$ cat src/rtl/hamming_pkg.sv
// Shared types and constant helpers for the serial Hamming decoder and its syndrome logic.
// Codeword layout: position k lives at bit k-1; parity at powers of two, data ascending LSB first.
package hamming_pkg;

    typedef enum logic {HUNT, RECV} state_t;

    // Smallest P with 2^P >= data_w + P + 1
    function automatic int calc_pw(input int data_w);
        int p;
        p = 1;
        for (int k = 0; k < 6; k++) begin
            if ((1 << p) < data_w + p + 1) p = p + 1;
        end
        return p;
    endfunction

    function automatic bit is_pow2(input int pos);
        return (pos > 0) && ((pos & (pos - 1)) == 0);
    endfunction

    function automatic int data_pos(input int i);
        int cnt;
        int pos;
        cnt = 0;
        pos = 0;
        for (int k = 1; k <= 40; k++) begin
            if (!is_pow2(k)) begin
                if (cnt == i && pos == 0) pos = k;
                cnt = cnt + 1;
            end
        end
        return pos;
    endfunction

endpackage

$ cat src/rtl/hamming_syndrome_calc.sv
// Combinational Hamming syndrome and single-bit correction; also used by the encoder self-check.
module hamming_syndrome_calc
    import hamming_pkg::*;
#(
    parameter int DATA_W = 4,
    localparam int P_W = calc_pw(DATA_W),
    localparam int N = DATA_W + P_W
) (
    input  logic [N-1:0]      codeword,
    output logic [P_W-1:0]    syndrome,
    output logic              in_range,
    output logic [DATA_W-1:0] data_raw,
    output logic [DATA_W-1:0] data_fixed
);

    logic [N-1:0] fixed_cw;

    // Syndrome is the XOR of the indices of every position holding a 1
    always_comb begin
        syndrome   = '0;
        in_range   = 1'b0;
        fixed_cw   = codeword;
        data_raw   = '0;
        data_fixed = '0;
        for (int k = 1; k <= N; k++) begin
            if (codeword[k-1]) syndrome = syndrome ^ P_W'(k);
        end
        in_range = (syndrome != '0) && (int'(syndrome) <= N);
        for (int k = 1; k <= N; k++) begin
            if (in_range && int'(syndrome) == k) fixed_cw[k-1] = ~codeword[k-1];
        end
        for (int i = 0; i < DATA_W; i++) begin
            data_raw[i]   = codeword[data_pos(i)-1];
            data_fixed[i] = fixed_cw[data_pos(i)-1];
        end
    end

endmodule

$ cat src/rtl/hamming_serial_decoder.sv
// Serial Hamming decoder: sync-framed bit capture, correction and a valid/ready output register.
// Define HAMMING_SECDED_EN to append an overall parity bit and detect double errors.
module hamming_serial_decoder
    import hamming_pkg::*;
#(
    parameter int DATA_W = 4,
    localparam int P_W = calc_pw(DATA_W)
) (
    input  logic              clk,
    input  logic              rst_n,
    input  logic              ena,
    input  logic              sync_in,
    input  logic              decode_in,
    input  logic              ready_in,
    output logic              valid_out,
    output logic [DATA_W-1:0] decode_out,
    output logic              err_corrected,
    output logic              err_uncorrectable,
    output logic [P_W-1:0]    err_syndrome,
    output logic              overrun
);

    localparam int N = DATA_W + P_W;
`ifdef HAMMING_SECDED_EN
    localparam int FRAME_LEN = N + 1;
`else
    localparam int FRAME_LEN = N;
`endif
    localparam int CNT_W = $clog2(FRAME_LEN);

    state_t                 state;
    logic [CNT_W-1:0]       bit_cnt;
    logic [FRAME_LEN-2:0]   shift_buf;
    logic [FRAME_LEN-1:0]   frame_word;
    logic                   frame_done;
    logic [P_W-1:0]         syndrome;
    logic                   in_range;
    logic [DATA_W-1:0]      data_raw;
    logic [DATA_W-1:0]      data_fixed;
    logic [DATA_W-1:0]      dec_data;
    logic                   dec_corr;
    logic                   dec_uncorr;

    // The incoming bit completes the frame without waiting for it to land in the buffer
    assign frame_word = {decode_in, shift_buf};
    assign frame_done = ena && !sync_in && (state == RECV) && (bit_cnt == CNT_W'(FRAME_LEN - 1));

    hamming_syndrome_calc #(.DATA_W(DATA_W)) u_syndrome (
        .codeword   (frame_word[N-1:0]),
        .syndrome   (syndrome),
        .in_range   (in_range),
        .data_raw   (data_raw),
        .data_fixed (data_fixed)
    );

`ifdef HAMMING_SECDED_EN
    logic overall_q;
    assign overall_q = ^frame_word;
`endif

    always_comb begin
        dec_data   = data_raw;
        dec_corr   = 1'b0;
        dec_uncorr = 1'b0;
`ifdef HAMMING_SECDED_EN
        if (syndrome == '0) begin
            dec_corr = overall_q;
        end else if (overall_q && in_range) begin
            dec_data = data_fixed;
            dec_corr = 1'b1;
        end else begin
            dec_uncorr = 1'b1;
        end
`else
        if (in_range) begin
            dec_data = data_fixed;
            dec_corr = 1'b1;
        end else if (syndrome != '0) begin
            dec_uncorr = 1'b1;
        end
`endif
    end

    // A sync always restarts the frame, even on what would have been its last bit
    always_ff @(posedge clk or negedge rst_n) begin
        if (!rst_n) begin
            state             <= HUNT;
            bit_cnt           <= '0;
            shift_buf         <= '0;
            valid_out         <= 1'b0;
            decode_out        <= '0;
            err_corrected     <= 1'b0;
            err_uncorrectable <= 1'b0;
            err_syndrome      <= '0;
            overrun           <= 1'b0;
        end else begin
            if (ena && (sync_in || state == RECV)) begin
                shift_buf <= frame_word[FRAME_LEN-1:1];
                if (sync_in) begin
                    state   <= RECV;
                    bit_cnt <= CNT_W'(1);
                end else if (frame_done) begin
                    bit_cnt <= '0;
                end else begin
                    bit_cnt <= bit_cnt + CNT_W'(1);
                end
            end

            if (frame_done) begin
                if (!valid_out || ready_in) begin
                    valid_out         <= 1'b1;
                    decode_out        <= dec_data;
                    err_corrected     <= dec_corr;
                    err_uncorrectable <= dec_uncorr;
                    err_syndrome      <= syndrome;
                end else begin
                    overrun <= 1'b1;
                end
            end else if (valid_out && ready_in) begin
                valid_out <= 1'b0;
            end
        end
    end

endmodule

$ cat config.mk
export PLATFORM = sky130hd
export DESIGN_NAME = hamming_serial_decoder
export DESIGN_NICKNAME = d
export VERILOG_FILES = /design/src/rtl/hamming_pkg.sv /design/src/rtl/hamming_syndrome_calc.sv /design/src/rtl/hamming_serial_decoder.sv
export SDC_FILE = /design/constraint.sdc
export NUM_CORES = 1
export LEC_CHECK = 0
export ABC_AREA = 1
export BUFFER_PORTS_ARGS = -buffer_cell sky130_fd_sc_hd__buf_2
export CAP_MARGIN = 20
export CORE_AREA = 4 4 61 63
export DETAILED_ROUTE_END_ITERATION = 6
export DIE_AREA = 0 0 65 67
export GPL_TIMING_DRIVEN = 0
export SLEW_MARGIN = 20
export SYNTH_ARGS = -nofsm -noshare
export SYNTH_HDL_FRONTEND = slang
export SYNTH_SLANG_ARGS = --single-unit
$ cat constraint.sdc
create_clock -name clk -period 3.72 [get_ports clk]
set_clock_uncertainty 0.2 [all_clocks]
set_input_delay 0.186 -clock clk [delete_from_list [all_inputs] [get_ports clk]]
set_output_delay 0.186 -clock clk [all_outputs]
set_load 0.005 [all_outputs]
Yosys cells after proc, flatten, opt, wreduce, memory -nomap -nowiden
Index checks and enable logic that the tools add are counted.
{"block": "word_totals", "register_bits": 20, "rom_bits": 0, "latch_bits": 0, "in_bits": 6, "ramBits": 0, "output_inout_bits": 11, "memories": 0}
{"block": "op_classes", "n_mux": 18, "order_cmp": 0, "n_bitwise": 11, "multipliers": 0, "n_eq_ne": 6, "add_sub_neg": 1, "n_div": 0, "n_shift": 0, "reduce_logical": 19}
{"op": "3-bit two-way mux", "count": 6}
{"op": "3-bit equality test, second input constant", "count": 3}
{"op": "1-bit logical AND", "count": 9}
{"op": "1-bit two-way mux", "count": 9}
{"op": "2-bit AND reduction", "count": 4}
{"op": "2-bit NOT", "count": 3}
{"op": "1-bit NOT", "count": 5}
{"op": "2-bit two-way mux", "count": 2}
{"op": "4-bit two-way mux", "count": 1}
{"op": "3-bit by 1-bit adder with 3-bit output, second input constant", "count": 1}
{"op": "3-bit by 1-bit equality test with 1-bit output, second input constant", "count": 1}
{"op": "3-bit by 2-bit equality test with 1-bit output, second input constant", "count": 1}
{"op": "3-bit NOT", "count": 1}
{"op": "3-bit nonzero test", "count": 1}
{"op": "1-bit logical NOT", "count": 2}
{"op": "1-bit logical OR", "count": 2}
{"op": "2-bit by 1-bit inequality test with 1-bit output, second input constant", "count": 1}
{"op": "1-bit NOT, first input constant", "count": 2}
{"op": "2-bit nonzero test", "count": 1}

Depth between registers and ports, before layout
{"block": "depth", "ltp_word": 15, "mapped_depth": 11, "depth_no_buf": 11}

Modules after synthesis
From an unflattened synthesis, not the netlist that was laid out.
{"block": "hier_totals", "hier_cells": 186, "area_unflattened_um2": 1356.3}
{"mod": "hamming_serial_decoder", "instances": 1, "area_per_inst_um2": 1013.5, "seq_area_each_um2": 525.5, "cells_each": 114}
{"mod": "hamming_syndrome_calc", "instances": 1, "area_per_inst_um2": 342.8, "seq_area_each_um2": 0.0, "cells_each": 72}

Least setup slack after synthesis
OpenSTA, ideal clock, no wires.
{"block": "synth_timing", "kind": "register -> register", "start": "reg bit_cnt[0]", "end": "reg err_syndrome[0]", "setup_ps": 118, "stages_incl_launch_ff": 9, "t_arrival_ps": 1141, "path_buffers": 1, "required_time_ps": 3402, "period_less_slack_ps": 1459, "slack_ps": 2261, "path_cell_list": "dfrtp_1 inv_1 ha_1 nand2_1 nor2_4 nand2_4 buf_6 nand2_1 o21ai_2"}
{"block": "synth_between", "elab_chain_cells": 3}
{"element": "from (decl)", "line_no": "hamming_serial_decoder.sv:32", "source": "logic [CNT_W-1:0] bit_cnt;"}
{"element": "from (signal assigned)", "line_no": "hamming_serial_decoder.sv:105", "source": "bit_cnt <= bit_cnt + CNT_W'(1);"}
{"element": "3-bit equality test", "line_no": "hamming_serial_decoder.sv:46", "source": "assign frame_done = ena && !sync_in && (state == RECV) && (bit_cnt == CNT_W'(FRAME_LEN - 1));"}
{"element": "1-bit logical AND", "line_no": "hamming_serial_decoder.sv:46"}
{"element": "2-bit AND reduction (no line)"}
{"element": "to (signal assigned)", "line_no": "hamming_serial_decoder.sv:115", "source": "err_syndrome <= syndrome;"}
{"element": "to (decl)", "line_no": "hamming_serial_decoder.sv:19", "source": "output logic [P_W-1:0] err_syndrome,"}
No other way between the ends.
A chain may end at the register's enable or synchronous reset.

Worst setup path after layout
{"block": "layout_timing", "start": "in ena", "end": "reg err_syndrome[0]"}
{"block": "layout_between", "elab_chain_cells": 4}
{"element": "from (decl)", "line_no": "hamming_serial_decoder.sv:11", "source": "input logic ena,"}
{"element": "1-bit logical AND (3 in series)", "line_no": "hamming_serial_decoder.sv:46"}
{"element": "2-bit AND reduction (no line)"}
No other way between the ends.

==> impl_metrics.env <==
export IMPL_synth_nets=149
export IMPL_startpoint_type="input pin"
export IMPL_async_flop_share=1.00
export IMPL_vias=936
export IMPL_end_kind="flip-flop"
export IMPL_holdPathEnd="bit_cnt[1]"
export IMPL_status="complete, no violations"
export IMPL_grt_pass1_vias=904
export IMPL_crit_required_ps=3720
export IMPL_yosysUniqueCellTypes=29
export IMPL_cts_tree="built"
export IMPL_synthCells=141
export IMPL_place_port_buffers=15
export IMPL_place_congestion=0.788
export IMPL_clock_latency_ps=300
export IMPL_cp_cell_sequence="dlygate4sd3_1, buf_2, nand2_1, or2_4, nor2_4, nand2_4, buf_6, nand2_1, o21ai_2"
export IMPL_cpPeakStageDelay_ps=510
export IMPL_slew_viol_final=0
export IMPL_grt_max_degree=21
export IMPL_reg2reg_depth=8
export IMPL_postRouteAntennaNets=0
export IMPL_place_ws_ps=2160
export IMPL_hold_viol=0
export IMPL_layout_setup_ws_ps=2060
export IMPL_max_freq_ghz=0.603
export IMPL_avgSynthCellArea_sq_um=7.93
export IMPL_setup_tns_ps=0
export IMPL_cts_buffer_depth=2
export IMPL_reg2reg_setup_slack_ps=2140
export IMPL_powerDensity_mw_per_mm2=455
export IMPL_rr_endpoint="err_syndrome[0]"
export IMPL_leakage_nw=0.730
export IMPL_whs_path_depth=3
export IMPL_synth_edf_count=0
export IMPL_rsz0062_at_grt="no"
export IMPL_finalSetupViolCount=0
export IMPL_dr_pass1_iters=4
export IMPL_hold_start="sync_in"
export IMPL_arrival_ps=1660
export IMPL_worst_path_buf_inv=3
export IMPL_track_usage=0.108
export IMPL_grt_pass1_wl_mm=3.72
export IMPL_netlist_area_sq_mm=0.00112
export IMPL_cp_slowest_cell="dlygate4sd3_1"
export IMPL_synth_ff_type="dfrtp_1"
export IMPL_dpl_hpwl_mm=1.57
export IMPL_p_switching_w=0.000194
export IMPL_cts_buffers_inserted=3
export IMPL_die_w_um=65
export IMPL_die_area_sq_mm=0.00436
export IMPL_intPower_w=0.000422
export IMPL_yosysSeqAreaShare=0.447
export IMPL_rr_startpoint="bit_cnt[0]"
export IMPL_power_frac_comb=0.280
export IMPL_n_fill_cell=348
export IMPL_path_class="input pin to flip-flop"
export IMPL_seq_power_share=0.435
export IMPL_drive_above_1_share=0.267
export IMPL_drv_cap=0
export IMPL_synth_area_leaders="dfrtp_1 (45%), nand2_1 (18%), nand2_2 (5.0%)"
export IMPL_start_util=0.346
export IMPL_cts_root_buffer_cell="clkbuf_4"
export IMPL_antenna_cells=0
export IMPL_routedWlPerCell_um=9.92
export IMPL_yosysWarnings=0
export IMPL_die_h_um=67
export IMPL_num_rows=21
export IMPL_clk_pin_slew_ps=110
export IMPL_overflow=0
export IMPL_cp_common_cell="nand2_1"
export IMPL_avgViaCountPerCell=4.44
export IMPL_yosys_cell_count_top_type="nand2_1"
export IMPL_fin_crit_ps=1660
export IMPL_netSwitchingFraction=0.315
export IMPL_cts_resized=0
export IMPL_core_area_sq_mm=0.00323
export IMPL_ios=17
export IMPL_drt_initial_drc_count=40
export IMPL_antenna_found_initial=0
export IMPL_hp_class="input pin to flip-flop"
export IMPL_yosys_top_cells_count="nand2_1 (54), dfrtp_1 (20), nand3_1 (10), inv_1 (9), nand2_2 (9)"
export IMPL_synth_top_area_share=0.447
export IMPL_period_share=0.446
export IMPL_crit_fanout=10
export IMPL_p_total_w=0.000616
export IMPL_nNetsFinal=174
export IMPL_clkPwrFrac=0.285
export IMPL_clock_sinks=20
export IMPL_cp_top_family="buffers and inverters"
export IMPL_drt_wl_total_mm=2.09
export IMPL_area_growth_synth_to_final_pct=21.0
export IMPL_vdd_drop_max_mv=0.209
export IMPL_ctsHtreeMaxLevel=1
export IMPL_synth_area_leader_cell="dfrtp_1"
export IMPL_critPathLaunch="ena"
export IMPL_ys_seq_elements=20
export IMPL_route_detailed_drc=0
## through the flow
stage	util	hold slack [ps]	cells	cell area (sq um)
after floorplan	-	-310	141	1120
after global placement	0.387	-47.2	202	1250
after detailed placement	0.387	-38.5	202	1250
after CTS	0.419	16.2	211	1350
after global routing	0.419	37.7	211	1350
final	0.419	24.4	211	1350
## area by class of cell
cell class                 count  area [sq um]  share of cell area
buffer                         3          22.5              0.0166
tap                           46          57.6              0.0425
inverter                      14          57.6              0.0425
clock buffer                   3          22.5              0.0166
multi-input combinational    104           538               0.397
timing repair buffer          20           125              0.0924
sequential                    20           500               0.370
clock inverter                 1          30.0              0.0222
## power by group through the flow
stage | Sequential [W] | Clock (W) | Combinational, W
6_report | 0.000268 | 0.000176 | 0.000172
5_1_grt | 0.000272 | 0.000192 | 0.000196
4_1_cts | 0.000267 | 0.000182 | 0.000174
3_5_place_dp | 0.000271 | 0 | 0.000169
3_3_place_gp | 0.000270 | 0 | 0.000165
2_1_floorplan | 0.000269 | 0 | 0.000126
## registers in the layout (all words and copies together), names as in the netlist
name / cells
bit_cnt: 3
decode_out: 4
err_corrected: 1
err_syndrome: 3
overrun: 1
shift_buf: 6
state: 1
valid_out: 1
## timing repair
action,in CTS,in global routing
endpoints found under the hold margin,25,0
hold buffers,5,0
setup buffers,0,0
setup endpoints to repair,0,0
## per-layer routing
layer / up-vias / global-route usage / share of wire
li1: 494 / - / -
met1: 424 / 0.118 / 0.44
met2: 13 / 0.208 / 0.51
met3: 5 / 0.00506 / 0.025
met4: 0 / 0.0554 / 0.026
met5: - / 0 / 0
## worst max path at each step
stage	cells past startpoint	slack [ps]	end
floorplan	8	2260	err_syndrome[0]
global placement	8	2190	err_syndrome[2]
detailed placement	8	2160	err_syndrome[0]
CTS	9	2060	err_syndrome[0]
global route	11	1930	decode_out[2]
finish	9	2060	err_syndrome[0]
## tightest hold or removal path: cells and delay by family
kind	cells	cell delay [ps]
AO/OA/AOI/OAI	1	70
AND/OR/NAND/NOR	1	140
buffers and inverters	1	100
## cells in the final DEF, fill, tap and decap left out, drive strengths merged
master / count
o22ai: 1
buf: 17
o31ai: 1
xnor2: 2
nand2: 65
mux2: 1
inv: 13
dlygate4sd3: 5
nor3: 1
or2: 1
a2bb2oi: 1
o211ai: 1
ha: 2
dfrtp: 20
nor2: 6
o21ai: 9
nand3: 10
a21o: 1
a21oi: 1
bufinv: 1
clkinv: 1
clkbuf: 4
conb: 1
## cells by family (layout without fill, tap and decap cells)
family / Yosys count / in the layout / share of synthesized area
xor+xnor: 2 / 2 / 0.0157
other cells: 1 / 1 / 0.00335
simple gates: 83 / 83 / 0.345
flops: 20 / 20 / 0.447
compound gates: 15 / 15 / 0.0850
buf+inv: 17 / 41 / 0.0716
mux: 1 / 1 / 0.0101
fa+ha+maj: 2 / 2 / 0.0224
No activity file was read; power rests on OpenSTA's default activity.
